==> config.mk <==
export PLATFORM = sky130hd
export DESIGN_NAME = memory_reader
export DESIGN_NICKNAME = d
export VERILOG_FILES = /design/src/rtl/memory_reader.sv
export SDC_FILE = /design/constraint.sdc
export NUM_CORES = 1
export LEC_CHECK = 0
export CELL_PAD_IN_SITES_DETAIL_PLACEMENT = 0
export CELL_PAD_IN_SITES_GLOBAL_PLACEMENT = 1
export CORE_ASPECT_RATIO = 0.9
export CORE_MARGIN = 2
export CORE_UTILIZATION = 42
export DETAILED_ROUTE_END_ITERATION = 10
export PLACE_DENSITY_LB_ADDON = 0.08
export SLEW_MARGIN = 30
export SYNTH_ARGS = -nofsm -noshare
export SYNTH_HDL_FRONTEND = slang
export SYNTH_SLANG_ARGS = --single-unit
==> constraint.sdc <==
create_clock -name clock -period 4 [get_ports clock]
set_input_delay 0.4 -clock clock [delete_from_list [all_inputs] [get_ports clock]]
set_output_delay 0.4 -clock clock [all_outputs]
set_load 0.01 [all_outputs]
==> src/rtl/memory_reader.sv <==
// memory_reader: burst read initiator for a synchronous-read memory.
// On start (sampled in idle) reads `length` consecutive words from `base_addr`,
// wrapping past WIDTH-1 to 0, and streams them out on a valid/ready interface
// with out_last on the final beat and a one-cycle done pulse afterwards.
// Ports:
//   clock, reset_n      clock, asynchronous active-low reset
//   start, base_addr,   burst request; base_addr/length sampled with start
//   length              (length 0..WIDTH)
//   busy, done          burst in progress / one-cycle completion pulse
//   raddr, mem_data     memory read address (registered) / read data,
//                       which is valid one clock after the memory samples raddr
//   out_data, out_valid, stream output with backpressure; out_last marks the
//   out_ready, out_last  final beat
module memory_reader #(
  parameter int unsigned WIDTH = 16,
  parameter int unsigned DEPTH = 8
) (
  input  logic                       clock,
  input  logic                       reset_n,
  input  logic                       start,
  input  logic [$clog2(WIDTH)-1:0]   base_addr,
  input  logic [$clog2(WIDTH):0]     length,
  output logic                       busy,
  output logic                       done,
  output logic [$clog2(WIDTH)-1:0]   raddr,
  input  logic [DEPTH-1:0]           mem_data,
  output logic [DEPTH-1:0]           out_data,
  output logic                       out_valid,
  input  logic                       out_ready,
  output logic                       out_last
);

  localparam int unsigned AW = $clog2(WIDTH);
  localparam int unsigned LW = AW + 1;
  localparam logic [AW-1:0] LAST_ADDR = AW'(WIDTH - 1);

  typedef enum logic [1:0] {IDLE, READ, DRAIN, FINISH} state_t;

  state_t          state;
  logic [LW-1:0]   remaining;
  // Read pipeline: rd_p1 = raddr holds an issued read the memory samples next
  // edge; rd_p2 = mem_data carries that word and is captured next edge.
  logic            rd_p1, rd_p2;
  logic            last_p1, last_p2;
  // Buffer: the out_* registers are the head, s1/s2 are the entries behind it.
  // Two reads can be in flight, so three slots keep one beat per cycle.
  logic [DEPTH-1:0] s1_data, s2_data;
  logic             s1_valid, s2_valid, s1_last, s2_last;

  logic             pop_c, push_c, room_c, issue_c;
  logic [2:0]       occ_c;
  logic [AW-1:0]    next_addr_c;
  logic [DEPTH-1:0] n0_data, n1_data, n2_data;
  logic             n0_valid, n1_valid, n2_valid;
  logic             n0_last, n1_last, n2_last;

  // Issue control: buffered + in-flight words after this pop must leave a slot.
  always_comb begin
    pop_c       = out_valid & out_ready;
    push_c      = rd_p2;
    occ_c       = 3'(out_valid) + 3'(s1_valid) + 3'(s2_valid)
                + 3'(rd_p1) + 3'(rd_p2) - 3'(pop_c);
    room_c      = occ_c < 3'd3;
    issue_c     = (state == READ) && (remaining != '0) && room_c;
    next_addr_c = (raddr == LAST_ADDR) ? '0 : raddr + AW'(1);
  end

  // Buffer next state: shift on pop, then append the captured word at the
  // first free slot (valid slots are always contiguous from the head).
  always_comb begin
    n0_data = out_data; n0_valid = out_valid; n0_last = out_last;
    n1_data = s1_data;  n1_valid = s1_valid;  n1_last = s1_last;
    n2_data = s2_data;  n2_valid = s2_valid;  n2_last = s2_last;
    if (pop_c) begin
      n0_data = s1_data; n0_valid = s1_valid; n0_last = s1_last;
      n1_data = s2_data; n1_valid = s2_valid; n1_last = s2_last;
      n2_valid = 1'b0;
    end
    if (push_c) begin
      if (!n0_valid) begin
        n0_data = mem_data; n0_valid = 1'b1; n0_last = last_p2;
      end else if (!n1_valid) begin
        n1_data = mem_data; n1_valid = 1'b1; n1_last = last_p2;
      end else begin
        n2_data = mem_data; n2_valid = 1'b1; n2_last = last_p2;
      end
    end
  end

  // Burst FSM, read issue and buffer registers.
  always_ff @(posedge clock or negedge reset_n) begin
    if (!reset_n) begin
      state     <= IDLE;
      busy      <= 1'b0;
      done      <= 1'b0;
      raddr     <= '0;
      remaining <= '0;
      rd_p1     <= 1'b0;
      rd_p2     <= 1'b0;
      last_p1   <= 1'b0;
      last_p2   <= 1'b0;
      out_data  <= '0;
      out_valid <= 1'b0;
      out_last  <= 1'b0;
      s1_data   <= '0;
      s1_valid  <= 1'b0;
      s1_last   <= 1'b0;
      s2_data   <= '0;
      s2_valid  <= 1'b0;
      s2_last   <= 1'b0;
    end else begin
      out_data  <= n0_data;
      out_valid <= n0_valid;
      out_last  <= n0_last;
      s1_data   <= n1_data;
      s1_valid  <= n1_valid;
      s1_last   <= n1_last;
      s2_data   <= n2_data;
      s2_valid  <= n2_valid;
      s2_last   <= n2_last;
      rd_p2     <= rd_p1;
      last_p2   <= last_p1;
      rd_p1     <= 1'b0;
      last_p1   <= 1'b0;
      done      <= 1'b0;
      case (state)
        IDLE: begin
          if (start) begin
            if (length == '0) begin
              state <= FINISH;
              done  <= 1'b1;
            end else begin
              // First read goes out on the start edge itself.
              busy      <= 1'b1;
              raddr     <= base_addr;
              rd_p1     <= 1'b1;
              last_p1   <= (length == LW'(1));
              remaining <= length - LW'(1);
              state     <= READ;
            end
          end
        end
        READ: begin
          if (issue_c) begin
            raddr     <= next_addr_c;
            remaining <= remaining - LW'(1);
            rd_p1     <= 1'b1;
            last_p1   <= (remaining == LW'(1));
          end
          if (pop_c && out_last) begin
            state <= FINISH;
            busy  <= 1'b0;
            done  <= 1'b1;
          end else if (remaining == '0) begin
            state <= DRAIN;
          end
        end
        DRAIN: begin
          // Popping the last-flagged beat means nothing is buffered or in flight.
          if (pop_c && out_last) begin
            state <= FINISH;
            busy  <= 1'b0;
            done  <= 1'b1;
          end
        end
        FINISH: begin
          state <= IDLE;
        end
        default: begin
          state <= IDLE;
        end
      endcase
    end
  end

endmodule
== Word level (Yosys, flattened, before mapping) ==
Cells that the tools add are included.

* Register bits: 47

* Mux-type cells: 54
* Bitwise operators: 1
* Equal/unequal tests: 12
* $lt $le $gt $ge: 1
* Reduce and logical (&&, ||, !) cells: 14
* Add/sub/neg operators: 8

{| class="wikitable"
|+ Operators by type and width
! operator !! count
|-
| $mux 8 || 7
|-
| $mux 1 || 28
|-
| $mux 4 || 4
|-
| $mux 5 || 3
|-
| $eq 5x1->1 const B || 2
|-
| $logic_not 5->1 || 2
|-
| $mux 2 || 5
|-
| $pmux 5 s2 || 1
|-
| $sub 5x1->5 const B || 2
|-
| $ne 2x2->1 const B || 4
|-
| $pmux 1 s2 || 4
|-
| $pmux 2 s4 || 1
|-
| $pmux 4 s2 || 1
|-
| $reduce_and 4->1 || 2
|-
| $add 3x1->3 || 2
|-
| $reduce_and 3->1 || 2
|-
| $reduce_bool 5->1 || 1
|-
| $add 4x1->4 const B || 1
|-
| $eq 2x2->1 const B || 2
|-
| $eq 4x4->1 const B || 1
|-
| $reduce_bool 2->1 || 2
|-
| $add 2x1->3 || 1
|-
| $logic_and 1x1->1 || 3
|-
| $lt 3x2->1 const B || 1
|-
| other kinds (8) || 8
|}

== Logic depth before layout (Yosys ltp) ==
Gate-level depths: netlist of the first run.

* Word-level depth: 9
* Gate-level depth with buffers: 11

== Worst setup path before layout of the first run ==
No wires, ideal clock.

* Kind: reg2reg
* Start point: register out_valid
* End point: register raddr[2]
* Path slack: 0.712 ns
* Library setup time: 0.111 ns
* Cell stages (with the launch flop): 12
* Data arrival time: 3.176 ns
* Buffers on the path: 0
* Period minus slack after synthesis: 3.288 ns
* Cell sequence: dfrtp_1 -> nand2_1 -> inv_2 -> ha_1 -> fa_1 -> fa_1 -> inv_1 -> fa_1 -> nand2b_1 -> a41o_1 -> nand2_1 -> a222oi_1

* Longest elaborated chain between the ends: 9
* Elaborated cells on any way between the ends: 10
* Those cells by class: add/sub (5); order compare (1); eq/ne (1); bitwise (1); reduce/logical (2)

{| class="wikitable"
|+ Ends and longest elaborated chain
! element !! RTL line !! RTL
|-
| from (decl) || 28 || <nowiki>output logic out_valid,</nowiki>
|-
| from (signal assigned) || 113 || <nowiki>out_valid <= n0_valid;</nowiki>
|-
| $add 1x1->2 || 61 || <nowiki>occ_c = 3'(out_valid) + 3'(s1_valid) + 3'(s2_valid)</nowiki>
|-
| $add 2x1->3 || 61 ||
|-
| $add 3x1->3 (2 in series) || 62 || <nowiki>+ 3'(rd_p1) + 3'(rd_p2) - 3'(pop_c);</nowiki>
|-
| $sub 3x1->3 * || 62 ||
|-
| $lt 3x2->1 * || 63 || <nowiki>room_c = occ_c < 3'd3;</nowiki>
|-
| $logic_and 1x1->1 * || 64 || <nowiki>issue_c = (state == READ) && (remaining != '0) && room_c;</nowiki>
|-
| $ne 2x2->1 (no line) * || n/a ||
|-
| $reduce_and 4->1 (no line) * || n/a ||
|-
| to (signal assigned) || 135 || <nowiki>raddr <= base_addr;</nowiki>
|-
| to (signal assigned) || 145 || <nowiki>raddr <= next_addr_c;</nowiki>
|-
| to (decl) || 25 || <nowiki>output logic [$clog2(WIDTH)-1:0] raddr,</nowiki>
|}

Mark *: on every way between the ends. The rest lies on a longest branch, timed or not.
A chain may end at the register's enable or synchronous reset.

== Final worst setup path of the first run ==
Ends and elaborated chain as after synthesis.

==> results of run 1 <==
## worst max-delay path, delay by kind of cell, from the launching register on
kind	cells	cell delay [ps]
fa+ha+maj	4	1510
compound gates	2	720
simple gates	3	510
flops	1	490
buf+inv	2	110
## synth_stat cells, types with 2 or more instances
library cell | n | share of area (%)
or4b_4 | 2 | 1.1
dfrtp_1 | 47 | 46
xnor2_1 | 2 | 0.68
nand4_1 | 2 | 0.49
o22ai_1 | 2 | 0.49
nand3_1 | 6 | 1.2
a31oi_1 | 4 | 0.97
or2_2 | 3 | 0.73
nor3_1 | 7 | 1.4
buf_1 | 2 | 0.29
nand2_1 | 33 | 4.8
ha_1 | 11 | 5.4
buf_2 | 3 | 0.58
a21oi_1 | 7 | 1.4
o21ai_0 | 35 | 6.8
mux2_2 | 10 | 4.4
fa_1 | 3 | 2.3
mux2i_1 | 20 | 7.8
nor2b_1 | 2 | 0.49
nand2b_1 | 4 | 0.97
o31ai_1 | 2 | 0.58
nor2_1 | 2 | 0.29
inv_1 | 16 | 2.3
xor2_1 | 2 | 0.68
## cell type report
class	count	area, um^2
clock inverter	2	16.27
inverter	17	63.81
fill	549	2878
sequential	47	1176
clock buffer	6	82.58
multi-input combinational	181	1306
tap	72	90.09
timing repair buffer	42	400.4
## cell families (layout without fill, tap and decap cells)
family	count (synthesis)	after routing	synth area share [%]
AOI/OAI and AO/OA	65	65	16.00
xor gates and xnor gates	4	4	1.362
adders and majority gates	14	14	7.685
buffers and inverters	23	67	3.502
DFF	47	47	45.72
muxes	30	30	12.16
and+or+nand+nor	68	68	13.57
## sequential cells by signal, indices dropped and copies added (netlist names), 2 cells and up
| signal | cells |
|---|---|
| out_data | 8 |
| s1_data | 8 |
| s2_data | 8 |
| remaining | 5 |
| raddr | 4 |
| state | 2 |
## metal layers
layer  up-vias  global-route usage [%]  share of wire [%]
li1        983                       -                  -
met1       896                   26.91                 56
met2        33                   24.69                 40
met3         7                   3.155                3.2
met4         0                   6.094                1.5
met5         -                       0                  0
## through the flow
stage / util (%) / instance area [um^2]
after floorplan: - / 2572
after global placement: 50.50 / 3037
after detailed placement: 50.50 / 3037
after CTS: 52.14 / 3136
after global routing: 52.14 / 3136
final: 52.14 / 3136
## power groups by stage
stage	registers [mW]	clock network [mW]	logic, mW
global placement	0.858	0	1.22
detailed placement	0.860	0	1.24
finish	0.849	0.313	1.23
floorplan	0.855	0	0.834
global route	0.883	0.339	1.40
CTS	0.850	0.324	1.24
## final timing paths
check | from | to | slack (ps) | cells after the start
min reg2reg | last_p1$_DFF_PN0_ | last_p2$_DFF_PN0_ | 360 | 0
min | reset_n | raddr[1]$_DFFE_PN0P_ | 180 | 2
min in group clock | last_p1$_DFF_PN0_ | last_p2$_DFF_PN0_ | 360 | 0
max reg2reg | out_valid$_DFF_PN0_ | raddr[2]$_DFFE_PN0P_ | 540 | 11
max | out_valid$_DFF_PN0_ | raddr[2]$_DFFE_PN0P_ | 540 | 11
max in group asynchronous | reset_n | last_p1$_DFF_PN0_ | 3390 | 2
==> metrics.yaml, run 1 <==
run_status:
  status: "completed"
global_routing:
  overflow: 0
  first_global_vias: 1914
  grt_max_degree: 48
  track_usage_pct: 17.55
  antenna_found_initial: 0
  grt_pass1_wl_um: 9301
critical_path:
  crit_required_ps: 4200
  end_kind: "flip-flop"
  worstPathCellList: "nand2_1 > inv_2 > ha_1 > fa_1 > fa_1 > inv_1 > fa_1 > nand2b_1 > a41o_1 > nand2_1 > a222oi_1"
  path_common_cell: "fa_1"
  crit_fanout: 9
  critPathLaunchType: "flip-flop"
  cpPeakStageDelay_ps: 490
  critPathArrivalTime_ps: 3660
  critPathSlowestCell: "dfrtp_1"
  crit_type: "reg2reg"
sta:
  fin_ws_ps: 539.5
  rsz0062_at_grt: "false"
  slew_viol_final: 0
  finalSetupViolations: 0
  finClkSkew_ps: 7.104
  whs_ps: 180.7
  tns_ps: 0
  hold_viol: 0
  min_period_over_period_pct: 86.51
  worst_slew_pin_slew_ps: 881.6
  timing.slew.headroom_pct: 41.12
  fmax_mhz: 289.0
  period_minus_slack_ps: 3460
pwr:
  p_seq_share_pct: 35.4
  switchingPower_mw: 0.9890
  ir_drop_v: 0.0003383
  comb_power_share_pct: 51.5
  p_total_mw: 2.397
  leakagePower_nw: 1.359
  p_int_mw: 1.408
  clockPowerShare_pct: 13.1
  swShare_pct: 41.25
  power_density_nw_per_um2: 764.6
clock_tree:
  clock_latency_ps: 310
  ctsHoldBuffers: 0
  cts_setup_buffers: 0
  htree_levels: 2
  cts-root-buf: "clkbuf_8"
  ctsLongestPathBuffers: 2
  cts_sinks: 47
  cts_buffers: 5
  cts_tree: "done"
  cts_resized: 0
  clkSlewWorstSetupHoldPaths_ps: 100
routing:
  vias: 1919
  wire_per_inst_um: 14.60
  ant_nets: 0
  viasPerCell: 5.229
  drt_iter0_drc: 137
  firstDrtPassIters: 4
  drc: 0
  wl_um: 5359
finish:
  final_cell_mix: "dfrtp_1, o21ai_0, clkdlybuf4s50_1"
  stdcell_count: 367
  final_layout_size_suffix_gt1_share_pct: 12.20
  mostFrequentLayoutCell: "dfrtp_1"
  syn2layout_area_growth_pct: 21.89
  num_antenna_cells: 0
  nets: 329
floorplanning:
  pin_count: 37
  fp.dieW_um: 86.50
  die_y_um: 78.25
  dieArea_um2: 6768
  initial_core_util_pct: 42.78
  row_count: 27
  coreArea_um2: 6013
synth:
  synth.distinct_cells: 48
  syn_inst: 251
  synth_area_um2: 2572
  async_flop_share_pct: 100.0
  syn_avg_cell_area_um2: 10.25
  yosysWarningCount: 0
  ys_seq_area_share_pct: 45.72
  synth_seq_cells: 47
  synth_edf_count: 0
  syn_nets: 286
  synthFlopType: "dfrtp_1"
flow_run:
  maxCapViolCount: 0
placed_design:
  io_buffers: 36
  hpwl_um: 3722
  place_inst: 359
  finalWeightedCongestion: 0.8343
  pre_cts_ws_ps: 255.7
hold_path:
  hp-class: "in2async"
No activity file was read; power rests on OpenSTA's default activity.
==> run 2: changes to the inputs <==
Settings changed: CAP_MARGIN set to 20.
==> results of run 2 <==
Same layout as run 1: the final DEF is identical, and so are final timing and power.
